**src/rtl/cp0_pkg.sv**
```systemverilog
// ============================================================================
//  Module      : cp0_pkg
//  Description : Shared constants and types for the CP0 exception controller.
//  Revision    : 1.0 - initial release
// ============================================================================
`default_nettype none

package cp0_pkg;

    // CP0 register indices
    localparam logic [4:0] c_CP0_STATUS = 5'd12;
    localparam logic [4:0] c_CP0_CAUSE  = 5'd13;
    localparam logic [4:0] c_CP0_EPC    = 5'd14;

    // ExcCode values
    localparam logic [4:0] c_EXC_INT = 5'd0;
    localparam logic [4:0] c_EXC_SYS = 5'd8;
    localparam logic [4:0] c_EXC_RI  = 5'd10;
    localparam logic [4:0] c_EXC_OV  = 5'd12;

    // STATUS / CAUSE field positions
    localparam int c_ST_IE     = 0;
    localparam int c_ST_EXL    = 1;
    localparam int c_IM_LO     = 8;
    localparam int c_CA_EXC_LO = 2;
    localparam int c_IP_LO     = 8;
    localparam int c_IP_HW_LO  = 10;

    // Software-writable bits of each register
    localparam logic [31:0] c_STATUS_WMASK = 32'h0000_FF03;
    localparam logic [31:0] c_CAUSE_WMASK  = 32'h0000_0300;

    typedef enum logic [1:0] {
        ST_IDLE    = 2'd0,
        ST_ENTER   = 2'd1,
        ST_HANDLER = 2'd2,
        ST_RETURN  = 2'd3
    } cp0_state_e;

    typedef enum logic [0:0] {
        EPC_SRC_ID  = 1'b0,
        EPC_SRC_EXE = 1'b1
    } epc_src_e;

endpackage : cp0_pkg

`default_nettype wire

```
**src/rtl/exc_priority_enc.sv**
```systemverilog
// ============================================================================
//  Module      : exc_priority_enc
//  Description : Fixed-priority selection among exception/eret/interrupt events.
//  Revision    : 1.0 - initial release
// ============================================================================
`default_nettype none

module exc_priority_enc
    import cp0_pkg::*;
(
    input  logic       i_en,
    input  logic       i_exe_overflow,
    input  logic       i_id_syscall,
    input  logic       i_id_unknown,
    input  logic       i_id_eret,
    input  logic       i_irq,
    output logic       o_take,
    output logic [4:0] o_exc_code,
    output epc_src_e   o_epc_src,
    output logic       o_is_eret
);

    logic w_sync_exc;

    assign w_sync_exc = i_exe_overflow | i_id_syscall | i_id_unknown;

    always_comb begin
        o_take     = 1'b0;
        o_exc_code = c_EXC_INT;
        o_epc_src  = EPC_SRC_ID;
        o_is_eret  = 1'b0;
        if (i_en) begin
            if (i_exe_overflow) begin
                o_take     = 1'b1;
                o_exc_code = c_EXC_OV;
                o_epc_src  = EPC_SRC_EXE;
            end else if (i_id_syscall) begin
                o_take     = 1'b1;
                o_exc_code = c_EXC_SYS;
            end else if (i_id_unknown) begin
                o_take     = 1'b1;
                o_exc_code = c_EXC_RI;
            end else if (i_id_eret) begin
                o_take     = 1'b1;
                o_is_eret  = 1'b1;
            end else if (i_irq) begin
                o_take     = 1'b1;
                o_exc_code = c_EXC_INT;
            end
        end
        // Keeps the unused-looking OR reachable for readers tracing priority
        if (!w_sync_exc && !i_id_eret && !i_irq) begin
            o_take = 1'b0;
        end
    end

endmodule : exc_priority_enc

`default_nettype wire

```
**src/rtl/cp0_exception_ctrl.sv**
```systemverilog
// ============================================================================
//  Module      : cp0_exception_ctrl
//  Description : CP0 STATUS/CAUSE/EPC owner; sequences exception entry/return.
//  Revision    : 1.0 - initial release
// ============================================================================
`default_nettype none

module cp0_exception_ctrl
    import cp0_pkg::*;
#(
    parameter logic [31:0] HANDLER_VEC = 32'h0000_0008,
    parameter int          IRQ_W       = 6
) (
    input  logic             clk,
    input  logic             rst,
    input  logic [IRQ_W-1:0] ext_int,
    input  logic             id_syscall,
    input  logic             id_unknown,
    input  logic             id_eret,
    input  logic             exe_overflow,
    input  logic [31:0]      id_pc,
    input  logic [31:0]      exe_pc,
    input  logic             mtc0_we,
    input  logic [4:0]       cp0_addr,
    input  logic [31:0]      mtc0_wdata,
    output logic [31:0]      mfc0_rdata,
    output logic             flush_if_id,
    output logic             flush_exe,
    output logic             redirect,
    output logic [31:0]      redirect_pc,
    output logic [31:0]      status,
    output logic [31:0]      cause,
    output logic [31:0]      epc
);

    cp0_state_e  r_state_q, w_state_d;
    logic [31:0] r_status_q, w_status_d;
    logic [31:0] r_cause_q, w_cause_d;
    logic [31:0] r_epc_q, w_epc_d;

    logic        w_events_live;
    logic        w_irq;
    logic        w_take;
    logic [4:0]  w_exc_code;
    epc_src_e    w_epc_src;
    logic        w_is_eret;
    logic [31:0] w_exc_pc;

    // ENTER/RETURN cycles carry squashed instructions, so events are masked there
    assign w_events_live = (r_state_q == ST_IDLE) || (r_state_q == ST_HANDLER);
    assign w_irq = (r_state_q == ST_IDLE) && r_status_q[c_ST_IE]
                   && (|(r_cause_q[15:8] & r_status_q[15:8]));

    exc_priority_enc u_prio (
        .i_en           (w_events_live),
        .i_exe_overflow (exe_overflow),
        .i_id_syscall   (id_syscall),
        .i_id_unknown   (id_unknown),
        .i_id_eret      (id_eret),
        .i_irq          (w_irq),
        .o_take         (w_take),
        .o_exc_code     (w_exc_code),
        .o_epc_src      (w_epc_src),
        .o_is_eret      (w_is_eret)
    );

    assign w_exc_pc = (w_epc_src == EPC_SRC_EXE) ? exe_pc : id_pc;

    always_comb begin
        w_state_d  = r_state_q;
        w_status_d = r_status_q;
        w_cause_d  = r_cause_q;
        w_epc_d    = r_epc_q;

        case (r_state_q)
            ST_IDLE, ST_HANDLER: begin
                if (w_take && w_is_eret) begin
                    w_status_d[c_ST_EXL] = 1'b0;
                    w_state_d            = ST_RETURN;
                end else if (w_take) begin
                    // Nested entries keep the EPC of the outermost exception
                    if (!r_status_q[c_ST_EXL]) begin
                        w_epc_d = w_exc_pc;
                    end
                    w_cause_d[c_CA_EXC_LO +: 5] = w_exc_code;
                    w_status_d[c_ST_EXL]        = 1'b1;
                    w_state_d                   = ST_ENTER;
                end else if (mtc0_we) begin
                    case (cp0_addr)
                        c_CP0_STATUS: w_status_d = (r_status_q & ~c_STATUS_WMASK)
                                                 | (mtc0_wdata & c_STATUS_WMASK);
                        c_CP0_CAUSE:  w_cause_d  = (r_cause_q & ~c_CAUSE_WMASK)
                                                 | (mtc0_wdata & c_CAUSE_WMASK);
                        c_CP0_EPC:    w_epc_d    = mtc0_wdata;
                        default:      ;
                    endcase
                end
            end
            ST_ENTER:  w_state_d = ST_HANDLER;
            ST_RETURN: w_state_d = ST_IDLE;
            default:   w_state_d = ST_IDLE;
        endcase

        // Hardware pending bits track the request lines every cycle
        w_cause_d[c_IP_HW_LO +: IRQ_W] = ext_int;
    end

    always_ff @(posedge clk) begin
        if (rst) begin
            r_state_q  <= ST_IDLE;
            r_status_q <= 32'h0;
            r_cause_q  <= 32'h0;
            r_epc_q    <= 32'h0;
        end else begin
            r_state_q  <= w_state_d;
            r_status_q <= w_status_d;
            r_cause_q  <= w_cause_d;
            r_epc_q    <= w_epc_d;
        end
    end

    always_comb begin
        redirect    = 1'b0;
        redirect_pc = 32'h0;
        flush_if_id = 1'b0;
        flush_exe   = 1'b0;
        case (r_state_q)
            ST_ENTER: begin
                redirect    = 1'b1;
                redirect_pc = HANDLER_VEC;
                flush_if_id = 1'b1;
                flush_exe   = 1'b1;
            end
            ST_RETURN: begin
                redirect    = 1'b1;
                redirect_pc = r_epc_q;
                flush_if_id = 1'b1;
            end
            default: ;
        endcase
    end

    always_comb begin
        case (cp0_addr)
            c_CP0_STATUS: mfc0_rdata = r_status_q;
            c_CP0_CAUSE:  mfc0_rdata = r_cause_q;
            c_CP0_EPC:    mfc0_rdata = r_epc_q;
            default:      mfc0_rdata = 32'h0;
        endcase
    end

    assign status = r_status_q;
    assign cause  = r_cause_q;
    assign epc    = r_epc_q;

endmodule : cp0_exception_ctrl

`default_nettype wire

```
**config.mk**
```make
export PLATFORM = sky130hd
export DESIGN_NAME = cp0_exception_ctrl
export DESIGN_NICKNAME = d
export VERILOG_FILES = /design/src/rtl/cp0_pkg.sv /design/src/rtl/exc_priority_enc.sv /design/src/rtl/cp0_exception_ctrl.sv
export SDC_FILE = /design/constraint.sdc
export NUM_CORES = 1
export LEC_CHECK = 0
export CELL_PAD_IN_SITES_DETAIL_PLACEMENT = 1
export CELL_PAD_IN_SITES_GLOBAL_PLACEMENT = 1
export CORE_UTILIZATION = 24
export DETAILED_ROUTE_END_ITERATION = 7
export PLACE_DENSITY = 0.89
export SETUP_SLACK_MARGIN = 0.1
export SLEW_MARGIN = 20
export SYNTH_ARGS = -nofsm -noshare
export SYNTH_HDL_FRONTEND = slang
export SYNTH_SLANG_ARGS = --single-unit
```
**constraint.sdc**
```tcl
create_clock -name clk -period 2.1 [get_ports clk]
set_clock_uncertainty 0.15 [all_clocks]
set_input_delay 0.42 -clock clk [delete_from_list [all_inputs] [get_ports clk]]
set_output_delay 0.42 -clock clk [all_outputs]
set_load 0.02 [all_outputs]
```
==> results of run 1 <==
## stage by stage
step                hold slack [ns]  area (µm²)  power (mW)
detailed placement            0.344        6350        2.29
global route                  0.373        7380        3.50
CTS                           0.355        7230        3.32
global placement              0.326        6350        2.26
floorplan                     0.342        3870        1.77
finish                        0.356        7390        3.35
## cells by family (layout without fill, tap and decap cells)
family	count (synthesis)	after routing
AO/OA/AOI/OAI	67	67
buffers and inverters	77	309
flip-flops	55	55
multiplexers	84	84
other	1	44
AND/OR/NAND/NOR	99	99
## per-layer routing
metal  vias to the layer above  routed length (µm)
met5                         -                   0
met4                         0                 166
met1                      1936                7120
met3                        16                1070
met2                       169                9490
li1                       1856                   -
## registers in the layout (all words and copies together), names as in the netlist
| name | cells |
|---|---|
| status | 10 |
| epc | 32 |
| r_state_q | 2 |
| cause | 11 |
## power groups by stage
stage,sequential [mW],clock (mW),combinational (mW)
after global placement,1.23,0,1.03
after CTS,1.22,0.894,1.21
after detailed placement,1.24,0,1.05
after floorplan,1.29,0,0.477
final,1.23,0.867,1.25
after global routing,1.25,0.946,1.31
## Yosys cell counts, drive strengths merged (3+ instances only)
library cell and count:
a22oi 4, a22o 5, nand2 10, clkbuf 17, o2bb2ai 32, nor3 3
mux2i 52, a21oi 5, o21ai 11, and3 31, and2 20, nor2b 7
buf 57, nor2 19, inv 3, dfxtp 55, mux2 32
## layout make-up
cell class                      instances  area share, %
Tap cell                              188           3.18
Clock buffer                            5           1.69
Timing Repair Buffer                  298           42.6
Multi-Input combinational cell        293           36.9
Clock inverter                          3          0.305
Antenna cell                            1         0.0339
Inverter                                3          0.152
Sequential cell                        55           15.2
## what timing repair did
action / 4_1_cts / 5_1_grt
gates cloned: 7 / 1
pin swaps: 9 / 9
setup endpoints to repair: 112 / 112
setup buffers: 23 / 1
gates resized for setup: 392 / 94
## critical path: stages
cell,delay [ns]
buf_8,0.08
nand2_4,0.05
nor4b_4,0.30
buf_6,0.18
buf_12,0.13
buf_16,0.13
a22o_1,0.14
buf_6,0.12
## worst paths after layout
check / from / to / slack (ns) / cells after the start
setup reg to reg: status[9] / epc[22] / 0.01 / 7
hold / removal: epc[16] / epc[16] / 0.36 / 1
hold reg to reg: epc[16] / epc[16] / 0.36 / 1
setup / recovery: cp0_addr[2] / mfc0_rdata[0] / -0.04 / 8
==> summary.md, run 1 <==
| Metric | Value |
|---|---|
| Post-synthesis compound-gate area fraction | 17.0% |
| Maximum number of pins on one net before global-route repair | 26 |
| Crit-path max FO | 5 |
| XOR/XNOR Fraction of Synth Area | 0% |
| Setup violators final | 19 |
| Clock-pin slew on the worst setup and hold paths | 0.08 ns |
| Flop pwr share | 36.9% |
| Synth Instances | approximately 380 |
| Number of port buffers | 233 |
| Via count | around 4000 |
| M2 GR Usage | 40.1% |
| WP data required | 1.53 ns |
| Final slew viol count | 0 |
| # hold bufs at CTS | 0 |
| Clock latency on the worst-skew pair | 0.31 ns |
| Sequential area share after synthesis | 29.7% |
| Via density | 4.70 |
| Core area | ~15000 µm² |
| Number of flops mapped to enable cells by yosys | 0 |
| Fin cells | around 850 |
| Overflow after GRT | 0 |
| Clock Power Share | 25.9% |
| Synth warn | 0 |
| GR Layer Usage met3 | approximately 5.3% |
| Worst min-delay path class | flip-flop to flip-flop |
| Pint | 2.23 mW |
| DRC viols | 0 |
| Hpwl dp | about 12 mm |
| Final Wtd Congestion | 0.776 |
| Switching Power | 1.12 mW |
| Synth top area cells | dfxtp_1 (30%), mux2i_1 (14%), mux2_2 (9.7%) |
| Final WL | 17.8 mm |
| Vias in the first global route | 4378 |
| First-pass GRT wire length | 25.8 mm |
| Post-route core utilization | 48.8% |
| Initial Utilization | 24.5% |
| Final WS setup | -0.0362 ns |
| Synth Area in Simple Gates | 15.9% |
| RSZ-0062 raised after global routing | yes |
| Place WS | -0.880 ns |
| I/O pin total | 277 |
| Max-Cap Viols | 0 |
| Logic gate share of total power | 37.2% |
| Synth top area share | 29.7% |
| Gr usage total | about a fifth |
| Pre-Repair DR Iteration Count | 4 |
| Fin crit share | 102% |
| Cell area power density | around 450 nW/µm² |
| Post-synthesis adder-cell area fraction | 0% |
| Post-route setup TNS | -0.212 ns |
| Mapped cell area | roughly 3700 µm² |
| Layout cells sized above 1 | between 40% and 50% |
| Commonest cells after routing, fill and taps aside | clkdlybuf4s50_1 (144), mux2i_1 (47), buf_6 (44) |
| CTS Buf Count | 5 |
| Combinational family with the most area after synthesis | multiplexers |
| Clock sinks | 55 |
| Synth Flop Type | dfxtp_1 |
| Worst VDD drop | 0.272 mV |
| Startpoint types | input port |
| Outcome | finished with violations |
| Multi-input gate area | 2730 µm² |
| Mux cell area share after synthesis | 23.7% |
| Gr busiest metal | met2 |
| Area Growth Syn to Fin | 99.1% |
| Synth Area per Inst | 9.69 µm² |
| CTS Buffer Depth | 2 |
| Final ANT Viol Nets | 0 |
| WP data arrival | around 1.6 ns |
| Root Buffer Master | clkbuf_16 |
| Die outline width | between 100 and 150 µm |
| Routed wire per std cell | about 21 µm |
| Switching Share | 33.5% |
| Die extent in y | 126 µm |
| Cell taking the most area after synthesis | dfxtp_1 |
| Starting DRT DRC Count | 141 |
| Yosys cell types | 38 |
| Placed cells | 805 |
| # rows | 45 |
| Crit end category | primary output |
| F_max | 468 MHz |
| Initial antenna violation count | 0 |
| Leak pwr | ~3.5 nW |
| Filler cells | 1649 |
| Final-stage net count | 770 |
| Synth Register Bits | 55 |
| DIE AREA | roughly 16000 µm² |
| FF/Latch Area | 1120 µm² |
| Async S/R FF share, synth | 0% |
| Post-layout min period | 2.14 ns |
| Final count of hold timing violations | 0 |
| Commonest non-fill, non-tap cell in the layout | clkdlybuf4s50_1 |
| CTS tree | done |
| H-tree levels | 2 |
| Failing checks | negative setup slack |
| Kind of critical path | input port to primary output |
| Met1 Use GR | 24.5% |
(Power assumes the default switching activity.)
==> inputs of run 2 (changes only) <==
CAP_MARGIN = 20   (was default)
CORE_MARGIN = 3   (was default)
==> run 2 against run 1 <==
The flow still finishes with violations (negative setup slack). Global-route usage is 0.29 points lower. Sequential power hardly changed. Final area is 3.1% higher. Hold slack worse by 0.0038 ns. First-iteration DRC count is 13% higher. Clock power is 18% higher. Routed wire length is 11% higher. Cell count is 0.71% higher. Sequential cell count stayed put. Critical path depth is 2 higher. Via count is 3.5% higher. Fmax is 7.8% lower. Critical path type unchanged. Largest power group unchanged.
==> summary.md, run 2 (same netlist as run 1, synthesis figures left out) <==
| Metric | Value |
|---|---|
| Crit-path max FO | 4 (was 5) |
| Via density | 4.83 (was 4.70) |
| WP data required | 1.53 ns (about the same) |
| Filler cells | 1578 (was 1649) |
| CTS Buf Count | 5 (unchanged) |
| Post-layout instance area | 7610 µm² (was 7390 µm²) |
| Largest register FFs | 32 (unchanged) |
| Reg-to-reg endpoint | epc[25] (was epc[22]) |
| Max-Cap Viols | 0 (unchanged) |
| Startpoint types | input port (unchanged) |
| CTS tree | done (unchanged) |
| Initial antenna violation count | 1 (was 0) |
| Worst VDD drop | 0.311 mV (was 0.272 mV) |
| FF-to-FF path depth | 7 (unchanged) |
| Failing checks | negative setup slack (unchanged) |
| Commonest non-fill, non-tap cell in the layout | clkdlybuf4s50_1 (unchanged) |
| Area Growth Syn to Fin | 105% (was 99.1%) |
| Final count of hold timing violations | 0 (unchanged) |
| Vias in the first global route | 4459 (was 4378) |
| Root Buffer Master | clkbuf_16 (unchanged) |
| Routed wire per std cell | 23.1 µm (was 21.1 µm) |
| Maximum number of pins on one net before global-route repair | 28 (was 26) |
| Leak pwr | 3.78 nW (was 3.54 nW) |
| H-tree levels | 2 (unchanged) |
| Number of port buffers | 233 (unchanged) |
| Die outline width | 130 µm (was 126 µm) |
| Switching Share | 32.8% (was 33.5%) |
| Cell area power density | 464 nW/µm² (was 453 nW/µm²) |
| I/O pin total | 277 (unchanged) |
| Via count | 4115 (was 3977) |
| Starting DRT DRC Count | 159 (was 141) |
| Final slew viol count | 0 (unchanged) |
| Logic gate share of total power | 36.1% (was 37.2%) |
| Multi-input gate area | 2790 µm² (was 2730 µm²) |
| Crit end category | primary output (unchanged) |
| Post-route setup TNS | -7.51 ns (was -0.212 ns) |
| Worst Hold Path EP | epc[30] (was epc[16]) |
| Final ANT Viol Nets | 0 (unchanged) |
| Clock latency on the worst-skew pair | 0.31 ns (about the same) |
| F_max | 432 MHz (was 468 MHz) |
| Pint | 2.37 mW (was 2.23 mW) |
| Switching Power | 1.16 mW (was 1.12 mW) |
| First-pass GRT wire length | 26.9 mm (was 25.8 mm) |
| Clock sinks | 55 (unchanged) |
| Final-stage net count | 781 (was 770) |
| Commonest cells after routing, fill and taps aside | clkdlybuf4s50_1 (134), buf_6 (54), dfxtp_1 (53) (was clkdlybuf4s50_1 (144), mux2i_1 (47), buf_6 (44)) |
| Pre-Repair DR Iteration Count | 4 (unchanged) |
| Core area | 14800 µm² (was 15100 µm²) |
| Initial Utilization | 25.1% (was 24.5%) |
| DRC viols | 0 (unchanged) |
| CTS Buffer Depth | 2 (unchanged) |
| Post-route core utilization | 51.4% (was 48.8%) |
| # rows | 44 (was 45) |
| Final Wtd Congestion | 0.768 (was 0.776) |
| Gr usage total | 21.0% (was 21.3%) |
| RSZ-0062 raised after global routing | yes (unchanged) |
| Flop pwr share | 35.1% (was 36.9%) |
| Hold depth | 1 (unchanged) |
| Die extent in y | 130 µm (was 126 µm) |
| # hold bufs at CTS | 0 (unchanged) |
| DIE AREA | 17000 µm² (was 16000 µm²) |
| Clock-pin slew on the worst setup and hold paths | 0.07 ns (was 0.08 ns) |
| Final WL | 19.7 mm (was 17.8 mm) |
| Final WS setup | -0.216 ns (was -0.0362 ns) |
| Hold_sp | epc[30] (was epc[16]) |
| Overflow after GRT | 0 (unchanged) |
| WP data arrival | 1.75 ns (was 1.57 ns) |
| Hpwl dp | 12.6 mm (was 12.1 mm) |
| FF/Latch Area | 1110 µm² (was 1120 µm²) |
| Kind of critical path | input port to primary output (unchanged) |
| Setup violators final | 64 (was 19) |
| R2r startpoint | status[13] (was status[9]) |
| Fin crit share | 110% (was 102%) |
| Layout cells sized above 1 | 39.7% (was 41.7%) |
| Antenna cells | 0 (was 1) |
| Post-layout min period | 2.32 ns (was 2.14 ns) |
| Outcome | finished with violations (unchanged) |
| Worst min-delay path class | flip-flop to flip-flop (unchanged) |
| Clock Power Share | 28.8% (was 25.9%) |
| Placed Instance Area | 6290 µm² (was 6350 µm²) |
| Reg2reg setup slack | -0.06 ns (was 0.01 ns) |
run 2: cell count changes in the layout (fill, tap and decap cells not counted), moves of 3 or more:
cell and delta:
o2bb2ai_4 +11, o2bb2ai_2 -11, dlymetal6s2s_1 +9, clkbuf_2 +18
dlygate4sd2_1 +6, clkdlybuf4s50_1 -10, dfxtp_2 -11, buf_6 +10
clkdlybuf4s15_1 -3, buf_2 -21, dfxtp_1 +11
run 2: layout make-up:
class	instances	area share (%)
well taps	184	3.02
clock inverters	2	0.460
flip-flops and latches	55	14.5
multi-input cells	293	36.7
inverters	3	0.148
clock buffers	6	1.82
repair buffers	309	43.3
run 2: how the worst max path moves through the flow:
stage / startpoint / slack, ns / cells past startpoint / to
2_1_floorplan: status[12] / 0.12 / 7 / epc[10]
3_3_place_gp: cp0_addr[4] / -0.78 / 6 / mfc0_rdata[1]
3_5_place_dp: cp0_addr[3] / -0.82 / 7 / mfc0_rdata[14]
4_1_cts: cp0_addr[0] / -0.34 / 10 / mfc0_rdata[14]
5_1_grt: cp0_addr[4] / -0.26 / 10 / mfc0_rdata[23]
6_report: cp0_addr[4] / -0.22 / 10 / mfc0_rdata[23]
run 2: timing repair:
item | CTS | global route
setup buffers | 28 | 16
setup endpoints to repair | 114 | 109
cloned | 7 | 3
pin swaps | 5 | 10
resized for setup | 334 | 142
run 2: stage by stage:
stage	setup WS (ns)	cells	power [mW]	hold slack, ns
floorplan	0.121	425	1.77	0.342
global placement	-0.783	798	2.25	0.330
global route	-0.265	852	3.67	0.371
finish	-0.216	852	3.54	0.352
CTS	-0.343	840	3.44	0.354
detailed placement	-0.816	798	2.28	0.338
run 2: power by group through the flow:
stage	clock network, mW	logic (mW)	registers (mW)
2_1_floorplan	0	0.477	1.29
3_3_place_gp	0	1.02	1.23
3_5_place_dp	0	1.05	1.24
4_1_cts	1.04	1.18	1.22
5_1_grt	1.08	1.34	1.25
6_report	1.02	1.28	1.24
run 2: routing by layer:
layer / wire length [µm] / GRT usage, % / vias to the layer above
met5: 18 / 0 / -
met4: 381 / 6.78 / 2
met3: 1120 / 4.01 / 29
met2: 10400 / 38.2 / 183
met1: 7770 / 24.8 / 2031
li1: - / - / 1870
run 2: critical path, cell delays in order:
cell	delay, ns
buf_6	0.10
nor4b_4	0.29
buf_4	0.20
buf_16	0.11
buf_12	0.10
buf_6	0.10
buf_6	0.10
buf_6	0.08
and2_4	0.13
buf_6	0.11
==> inputs of run 3 (changes only) <==
CORE_MARGIN = 2   (was 3)
==> run 3 against run 2 <==
The flow still finishes with violations (negative setup slack). Highest routed layer is now met4. Hold slack improved by 0.0042 ns. Final area increased by 0.28%. Critical endpoint is now mfc0_rdata[13]. Global-route usage decreased by 0.10 points. Non-clock buffer count decreased by 7.
==> summary.md, run 3 (same netlist as run 1, synthesis figures left out) <==
| Metric | Value |
|---|---|
| Outcome | finished with violations (unchanged) |
| Failing checks | negative setup slack (unchanged) |
| Crit path cell chain | buf_8, nand2_4, nor4b_4, buf_4, buf_16, buf_8, nand2_2, o21ai_1, buf_4 (was buf_6, nor4b_4, buf_4, buf_16, buf_12, buf_6, buf_6, buf_6, and2_4, buf_6) |
| Fin crit share | 104% (was 110%) |
| Kind of critical path | input port to primary output (unchanged) |
| Setup violators final | 24 (was 64) |
| F_max | 457 MHz (was 432 MHz) |
| Clock sinks | 55 (unchanged) |
| DIE AREA | 16500 µm² (was 17000 µm²) |
| Commonest non-fill, non-tap cell in the layout | clkdlybuf4s50_1 (unchanged) |
| Initial antenna violation count | 0 (was 1) |
| Final WL | 19.6 mm (was 19.7 mm) |
| Hpwl dp | 12.2 mm (was 12.6 mm) |
| Initial Utilization | 24.5% (was 25.1%) |
| Antenna cells | 0 (unchanged) |
| Vias in the first global route | 4451 (was 4459) |
| Layout cells sized above 1 | 39.6% (was 39.7%) |
| # hold bufs at CTS | 0 (unchanged) |
| Via count | 4076 (was 4115) |
| Place WS | -0.882 ns (was -0.816 ns) |
| Gr usage total | 20.9% (was 21.0%) |
| WP data required | 1.53 ns (about the same) |
| Starting DRT DRC Count | 145 (was 159) |
| WP data arrival | 1.62 ns (was 1.75 ns) |
| Clock-pin slew on the worst setup and hold paths | 0.07 ns (about the same) |
| Die outline width | 128 µm (was 130 µm) |
| Crit end category | primary output (unchanged) |
| RSZ-0062 raised after global routing | yes (unchanged) |
| Overflow after GRT | 0 (unchanged) |
| Power Total | 3.62 mW (was 3.54 mW) |
| # rows | 45 (was 44) |
| Largest register FFs | 32 (unchanged) |
| Post-route core utilization | 50.4% (was 51.4%) |
| CP peak stage delay | 0.30 ns (was 0.29 ns) |
| Post-layout min period | 2.19 ns (was 2.32 ns) |
| Commonest cells after routing, fill and taps aside | clkdlybuf4s50_1 (148), dfxtp_1 (50), buf_6 (48) (was clkdlybuf4s50_1 (134), buf_6 (54), dfxtp_1 (53)) |
| Number of port buffers | 233 (unchanged) |
| Cell area power density | 475 nW/µm² (was 464 nW/µm²) |
| Slowest-stage cell, CP | nor4b_4 (unchanged) |
| I/O pin total | 277 (unchanged) |
| Final-stage net count | 774 (was 781) |
| Via density | 4.80 (was 4.83) |
| First-pass GRT wire length | 26.3 mm (was 26.9 mm) |
| Area Growth Syn to Fin | 106% (was 105%) |
| Final count of hold timing violations | 0 (unchanged) |
| Post-route setup TNS | -1.12 ns (was -7.51 ns) |
| Final WS setup | -0.0881 ns (was -0.216 ns) |
| Clock latency on the worst-skew pair | 0.29 ns (was 0.31 ns) |
| Crit-path max FO | 5 (was 4) |
| Root Buffer Master | clkbuf_16 (unchanged) |
| CTS Buf Count | 5 (unchanged) |
| H-tree levels | 2 (unchanged) |
| CTS Buffer Depth | 2 (unchanged) |
| Leak pwr | 3.50 nW (was 3.78 nW) |
| Routed wire per std cell | 23.1 µm (about the same) |
| Pre-Repair DR Iteration Count | 4 (unchanged) |
| Max-Cap Viols | 0 (unchanged) |
| Core area | 15100 µm² (was 14800 µm²) |
| Final ANT Viol Nets | 0 (unchanged) |
| Maximum number of pins on one net before global-route repair | 26 (was 28) |
| Placed Instance Area | 6310 µm² (was 6290 µm²) |
| Final Wtd Congestion | 0.789 (was 0.768) |
| Worst min-delay path class | flip-flop to flip-flop (unchanged) |
| Startpoint types | input port (unchanged) |
| Final slew viol count | 0 (unchanged) |
| DRC viols | 0 (unchanged) |
| Post-layout instance area | 7640 µm² (was 7610 µm²) |
| Worst VDD drop | 0.289 mV (was 0.311 mV) |
| CTS tree | done (unchanged) |
| Die extent in y | 128 µm (was 130 µm) |
## run 3: changes by cell type in the layout (fill, tap and decap cells not counted), moves of 7 or more
cell	previous run	this run
clkbuf_2	26	0
clkdlybuf4s15_2	0	14
clkdlybuf4s50_1	134	148
dlymetal6s2s_1	21	8
o2bb2ai_4	18	6
o2bb2ai_2	14	21
## run 3: power breakdown
| part | switching [mW] | internal [mW] | total (mW) |
|---|---|---|---|
| Sequential | 0.113 | 1.12 | 1.23 |
| Clock | 0.392 | 0.685 | 1.08 |
| Combinational | 0.613 | 0.703 | 1.32 |
| Total | 1.12 | 2.51 | 3.62 |
## run 3: final timing paths
check | startpoint | end | slack [ns] | depth (start not counted)
max | cp0_addr[3] | mfc0_rdata[13] | -0.09 | 9
min | epc[6] | epc[6] | 0.36 | 1
max reg2reg | r_state_q[0] | epc[7] | 0.03 | 8
min reg2reg | epc[6] | epc[6] | 0.36 | 1
## run 3: worst max-delay path: cells and delay by family
family          cells  cell delay [ns]
buf+inv             5             0.70
simple gates        3             0.40
compound gates      1             0.08
## run 3: layer usage
layer,part of all wire (%),global-route usage [%]
met1,40,25.2
met2,52,38.9
met3,5.3,3.70
met4,2.2,4.27
met5,0,0
## run 3: repair_timing
item                                    CTS  global route
endpoints found under the setup margin  112            87
pin swaps                                13            14
cloned                                    8             5
setup buffers                            21             5
resized for setup                       388            81
## run 3: layout make-up
class                   count  area, µm²
clock inverters             2       60.1
inverters                   3       11.3
well taps                 188        235
flip-flops and latches     55       1110
multi-input cells         293       2690
fillers                  1599       7510
clock buffers               6        129
repair buffers            302       3400
## run 3: through the flow
stage / cells / hold slack, ns
after floorplan: 425 / 0.342
after global placement: 802 / 0.333
after detailed placement: 802 / 0.335
after CTS: 839 / 0.355
after global routing: 849 / 0.379
final: 849 / 0.356
